$ cat src/rtl/piso_serializer.sv
// rtl/piso_serializer.sv - parallel-in serial-out transmitter with frame and done qualifiers
// Optional even-parity trailer bit: define PISO_PARITY_EN.
module piso_serializer #(
    parameter int WIDTH     = 8,
    parameter bit LSB_FIRST = 1'b0
) (
    input  logic             clk,
    input  logic             reset,
    input  logic [WIDTH-1:0] din,
    input  logic             load_valid,
    output logic             load_ready,
    output logic             sout,
    output logic             frame,
    output logic             done
);

    localparam int CW = $clog2(WIDTH + 1);
    localparam logic [CW-1:0] LAST = CW'(WIDTH - 1);

`ifdef PISO_PARITY_EN
    typedef enum logic [1:0] {IDLE = 2'd0, SHIFT = 2'd1, PARITY = 2'd2} state_t;
`else
    typedef enum logic [1:0] {IDLE = 2'd0, SHIFT = 2'd1} state_t;
`endif

    state_t           state_q, state_d;
    logic [CW-1:0]    cnt_q, cnt_d;
    logic [WIDTH-1:0] shreg_q, shreg_d;
    logic             sout_q, sout_d;
    logic             frame_q, frame_d;
    logic             done_q, done_d;
    logic             final_bit;
    logic             accept;
`ifdef PISO_PARITY_EN
    logic             parity_q, parity_d;
`endif

    // Bit that leaves the word first, and the word with that bit removed
    function automatic logic lead_bit(input logic [WIDTH-1:0] w);
        return LSB_FIRST ? w[0] : w[WIDTH-1];
    endfunction

    function automatic logic [WIDTH-1:0] advance(input logic [WIDTH-1:0] w);
        return LSB_FIRST ? (w >> 1) : (w << 1);
    endfunction

    // State, counter and sout describe the bit currently on the line, so the
    // last-bit cycle is recognisable directly from the registered state.
`ifdef PISO_PARITY_EN
    assign final_bit = (state_q == PARITY);
`else
    assign final_bit = (state_q == SHIFT) && (cnt_q == LAST);
`endif

    assign load_ready = ~reset & ((state_q == IDLE) | final_bit);
    assign accept     = load_valid & load_ready;

    assign sout  = sout_q;
    assign frame = frame_q;
    assign done  = done_q;

    // State register and registered outputs; reset aborts any frame in flight
    always_ff @(posedge clk or posedge reset) begin
        if (reset) begin
            state_q  <= IDLE;
            cnt_q    <= '0;
            shreg_q  <= '0;
            sout_q   <= 1'b0;
            frame_q  <= 1'b0;
            done_q   <= 1'b0;
`ifdef PISO_PARITY_EN
            parity_q <= 1'b0;
`endif
        end else begin
            state_q  <= state_d;
            cnt_q    <= cnt_d;
            shreg_q  <= shreg_d;
            sout_q   <= sout_d;
            frame_q  <= frame_d;
            done_q   <= done_d;
`ifdef PISO_PARITY_EN
            parity_q <= parity_d;
`endif
        end
    end

    // Next-state logic: an accept always restarts a word, otherwise walk the frame
    always_comb begin
        state_d  = state_q;
        cnt_d    = cnt_q;
        shreg_d  = shreg_q;
        sout_d   = 1'b0;
        frame_d  = 1'b0;
        done_d   = 1'b0;
`ifdef PISO_PARITY_EN
        parity_d = parity_q;
`endif
        if (accept) begin
            state_d  = SHIFT;
            cnt_d    = '0;
            sout_d   = lead_bit(din);
            shreg_d  = advance(din);
            frame_d  = 1'b1;
`ifdef PISO_PARITY_EN
            parity_d = ^din;
`endif
        end else begin
            case (state_q)
                SHIFT: begin
                    if (cnt_q == LAST) begin
`ifdef PISO_PARITY_EN
                        state_d = PARITY;
                        sout_d  = parity_q;
                        frame_d = 1'b1;
                        done_d  = 1'b1;
`else
                        state_d = IDLE;
                        cnt_d   = '0;
`endif
                    end else begin
                        cnt_d   = cnt_q + 1'b1;
                        sout_d  = lead_bit(shreg_q);
                        shreg_d = advance(shreg_q);
                        frame_d = 1'b1;
`ifndef PISO_PARITY_EN
                        done_d  = ((cnt_q + 1'b1) == LAST);
`endif
                    end
                end
`ifdef PISO_PARITY_EN
                PARITY: begin
                    state_d = IDLE;
                    cnt_d   = '0;
                end
`endif
                default: begin
                    state_d = IDLE;
                    cnt_d   = '0;
                end
            endcase
        end
    end

endmodule

$ cat config.mk
export PLATFORM = sky130hd
export DESIGN_NAME = piso_serializer
export DESIGN_NICKNAME = d
export VERILOG_FILES = /design/src/rtl/piso_serializer.sv
export SDC_FILE = /design/constraint.sdc
export NUM_CORES = 1
export LEC_CHECK = 0
export ABC_AREA = 1
export CAP_MARGIN = 20
export CORE_ASPECT_RATIO = 1.2
export CORE_MARGIN = 2
export CORE_UTILIZATION = 40
export CTS_BUF_LIST = sky130_fd_sc_hd__clkbuf_8
export CTS_CLUSTER_DIAMETER = 60
export DETAILED_ROUTE_END_ITERATION = 8
export PLACE_DENSITY = 0.68
export SLEW_MARGIN = 40
export SYNTH_ARGS = -nofsm -noshare
export SYNTH_HDL_FRONTEND = slang
export SYNTH_SLANG_ARGS = --single-unit
$ cat constraint.sdc
create_clock -name clk -period 2.2 [get_ports clk]
set_clock_uncertainty 0.05 [all_clocks]
set_input_delay 0.44 -clock clk [delete_from_list [all_inputs] [get_ports clk]]
set_output_delay 0.44 -clock clk [all_outputs]
set_load 0.01 [all_outputs]
Word-level counts from Yosys, hierarchy flattened
Cells that the tools add are included.
Word-level totals
  memories kept: 0
  output and inout port bits: 4
  bits in writable memories: 0
  latch bits: 0
  bits in read-only memories: 0
  bits of input ports: 11
  logic and storage cells: 38
  register bits: 17
Operators by class
  $add $sub $neg: 1
  divide/modulo/power cells: 0
  order comparisons: 0
  equal/unequal tests: 5
  bitwise logic cells: 4
  mux-type cells: 18
  multiply operators: 0
  reduce and logical (&&, ||, !) cells: 4
  shift-type cells: 0
Operator list (count)
  8-bit two-way mux: 3
  4-bit two-way mux: 3
  1-bit two-way mux: 9
  4-bit by 3-bit == test with 1-bit output, second input constant: 2
  2-bit two-way mux: 3
  4-bit by 1-bit adder with 4-bit output, second input constant: 1
  3-bit by 2-bit inequality test with 1-bit output, second input constant: 1
  1-bit bitwise AND: 2
  2-bit by 1-bit == test with 1-bit output, second input constant: 1
  2-bit zero test: 1
  2-bit inequality test, second input constant: 1
  2-bit AND reduction: 1
  2-bit nonzero test: 1
  1-bit logical AND: 1
  1-bit inverter: 1
  1-bit bitwise OR: 1

Longest topological paths before layout
  depth in word-level cells: 7
  gate-level depth with buffers: 6
  depth with buffers taken out: 6

Least setup slack after synthesis
OpenSTA, ideal clock, no wires.
  path kind: reg2out
  start: register cnt_q[0]
  end: output port load_ready
  data arrival time: 1029 ps
  path buffers: 0
  cell stages (with the launch flop): 6
  path slack: 681 ps
  required time: 1710 ps
  cells stage by stage: dfrtp_1 ha_1 nand3_2 nand2_4 inv_2 nor2_1
On the way
  longest elaborated chain between the ends: 4
Ends and longest elaborated chain
  start: declaration: RTL line 27  | logic [CW-1:0] cnt_q, cnt_d;
  start signal: assignment: RTL line 76  | cnt_q <= cnt_d;
  4-bit by 3-bit == test with 1-bit output: RTL line 52  | assign final_bit = (state_q == SHIFT) && (cnt_q == LAST);
  1-bit logical AND: RTL line 52
  1-bit bitwise OR: RTL line 55  | assign load_ready = ~reset & ((state_q == IDLE) | final_bit);
  1-bit bitwise AND: RTL line 55
  end: declaration: RTL line 11  | output logic load_ready,
Every way passes these cells.

Worst setup path after layout
  start: register cnt_q[1]
  end: output port load_ready
The elaborated chain is that of the path after synthesis.

==> qor.yml <==
drt:
  avgRoutedWirePerCell_um: 12.3
  ant_nets: 0
  drtIter0Drc: 7
  routed_wl_um: 1390
  vias: 597
  drc: 0
  drtPass1Iterations: 4
  viasPerCell: 5.28
logic_synthesis:
  synth_fa_ha_area_share_pct: 3.52
  netlist_top_cells_area: "dfrtp_1 (53%), nand3_1 (6.3%), nand2_1 (6.3%)"
  synth_compound_gate_area_share_pct: 7.04
  synth_top_area_share_pct: 52.8
  synth.avg_cell_area_um2: 9.48
  muxShareOfSynthArea_pct: 0
  ys_seq_elements: 15
  ys.warnings.count: 0
  synth_top_area_cell: "dfrtp_1"
  synthSimpleGateAreaFrac_pct: 26.4
  synth_top_family_by_area: "simple AND/OR/NAND/NOR gates"
  synth_cell_types: 15
  syn_area_um2: 711
  synth_cells: 75
  ys_seq_area_share_pct: 52.8
  syn-num-nets: 88
  synth_xor_area_share_pct: 2.46
timing:
  max-slew-margin-rel_pct: 76.4
  finalHoldViolCount: 0
  fin_crit_ps: 1780
  tightest_slew_ps: 353
  rsz0062_at_grt: "false"
  setup_violations: 0
  setup_tns_ps: 0
  drv_slew: 0
  period_share_pct: 81.0
  max_freq_ghz: 0.561
job:
  drv_cap: 0
cells_and_area:
  diodes: 0
  drive_above_1_share_pct: 13.7
  area_delta_synth_final_pct: 31.9
  num-nets-final: 109
  utilization_pct: 56.4
  final_cell_count_no_fill: 113
global_route:
  grt_pass1_wl_um: 2490
  grt_max_degree: 19
  grt_antenna_before_repair: 0
  grt_pass1_vias: 610
  grt_overflow: 0
  grt_util_all_layers_pct: 14.9
placed_design:
  dp_hpwl_um: 1020
  io_buffers: 14
  place.gp.congestion: 0.724
  dp.cells: 108
floorplan:
  rows: 16
  die_width_um: 42.5
  coreArea_um2: 1660
  die-area_um2: 2130
  io_pins: 15
  start_util_pct: 42.8
  die_y_um: 50.2
critical_path:
  critical_path_class: "reg -> out"
  cp_data_arrival_time_ps: 1290
  critPathMaxFanout: 3
  required_ps: 1710
  crit_path_start_kind: "flip-flop"
  crit_path_end_kind: "output pin"
power:
  intPower_uw: 699
  p_switching_uw: 377
  p_leak_uw: 0.000470
  pwr-share-clk_pct: 20.0
  ir_worst_vdd_uv: 585
  pwr_density_cell_nw_per_um2: 1150
  power_frac_seq_pct: 41.5
  swShare_pct: 35.1
  comb_power_share_pct: 38.5
clocking:
  clk_pin_slew_ps: 60
  cts_tree: "built"
  clock_sinks: 15
  clockBufferDepth: 2
  clock_latency_ps: 240
  htreeDepth: 1
  root_buffer: "clkbuf_8"
  cts_buffers: 3
worst_hold_path:
  min_path_type: "reg -> reg"
run_status:
  status: "complete, no violations"
-- per-stage QoR --
stage                     cell area, um^2  worst slack (ps)  total power (uW)  hold slack [ps]
after CTS                             927              12.5              1070              443
after global routing                  937               324              1150              483
after floorplan                       711               681               716              400
after global placement                882               219               842              419
after detailed placement              882               207               854              432
final                                 937               419              1080              441
-- kinds of logic (layout without fill, tap and decap cells) --
group | after synthesis | count (layout)
xor gates and xnor gates | 2 | 2
AOI/OAI and AO/OA | 7 | 7
DFF | 15 | 15
buffers and inverters | 12 | 32
and+or+nand+nor | 37 | 37
adders and majority gates | 2 | 2
-- cells in the mapped netlist --
cell type	count
o211ai_1	6
nand4_1	7
nand3_1	9
buf_6	1
nand2_1	12
nor2_1	6
dfrtp_1	15
xor2_1	2
nand2_4	1
inv_1	7
o21ai_1	1
buf_2	2
nand3_2	2
inv_2	2
ha_1	2
-- what timing repair did --
action                                  in CTS  in global routing
hold buffers                                 0                  0
setup buffers                                0                  1
gates resized for setup                      0                  1
endpoints found under the setup margin       0                  1
-- area by class of cell --
type	count	area (um^2)
fillers	153	724
flip-flops and latches	15	375
multi-input cells	48	280
repair buffers	19	180
clock buffers	3	41.3
inverters	9	33.8
well taps	18	22.5
clock inverters	1	3.75
-- sequential cells by signal, indices dropped and copies added (netlist names) --
| register | count |
|---|---|
| done | 1 |
| state_q | 1 |
| cnt_q | 4 |
| frame | 1 |
| sout | 1 |
| shreg_q | 7 |
-- power by group through the flow --
stage          logic [uW]  clock network [uW]  registers, uW
2_1_floorplan         264                   0            451
3_3_place_gp          391                   0            451
3_5_place_dp          398                   0            456
4_1_cts               402                 218            451
5_1_grt               468                 231            456
6_report              414                 216            446
-- final timing paths --
| check | startpoint | end | slack, ps | depth (start not counted) |
|---|---|---|---|---|
| min in group asynchronous | reset | state_q[0] | 600 | 3 |
| setup / recovery | cnt_q[1] | load_ready | 420 | 6 |
| hold / removal | shreg_q[4] | shreg_q[5] | 440 | 2 |
| setup reg to reg | cnt_q[1] | shreg_q[1] | 760 | 7 |
| hold reg to reg | shreg_q[4] | shreg_q[5] | 440 | 2 |
| max in group asynchronous | reset | sout | 1090 | 4 |
-- layout by cell type, fill, tap and decap left out, types with 2 or more instances in the layout --
cell type / synthesis / routed
nand2_1: 12 / 12
clkbuf_8: 0 / 3
nand3_1: 9 / 9
buf_4: 0 / 5
nand3_2: 2 / 2
o211ai_1: 6 / 6
clkdlybuf4s50_1: 0 / 13
inv_2: 2 / 2
ha_1: 2 / 2
inv_1: 7 / 8
nor2_1: 6 / 6
dfrtp_1: 15 / 15
nand4_1: 7 / 7
xor2_1: 2 / 2
-- routing by layer --
layer  up-vias  GRT usage (%)  share of wire [%]
met3         0           4.32                2.9
met1       294           19.6                 48
met2         9           24.4                 49
met4         0           3.13                  0
met5         -              0                  0
li1        294              -                  -
-- critical path: stages (launching register included) --
cell	delay (ps)
dfrtp_1	370
ha_1	200
nand3_2	120
nand2_4	70
inv_2	40
nor2_1	80
dlymetal6s2s_1	170
(Power assumes the default switching activity.)
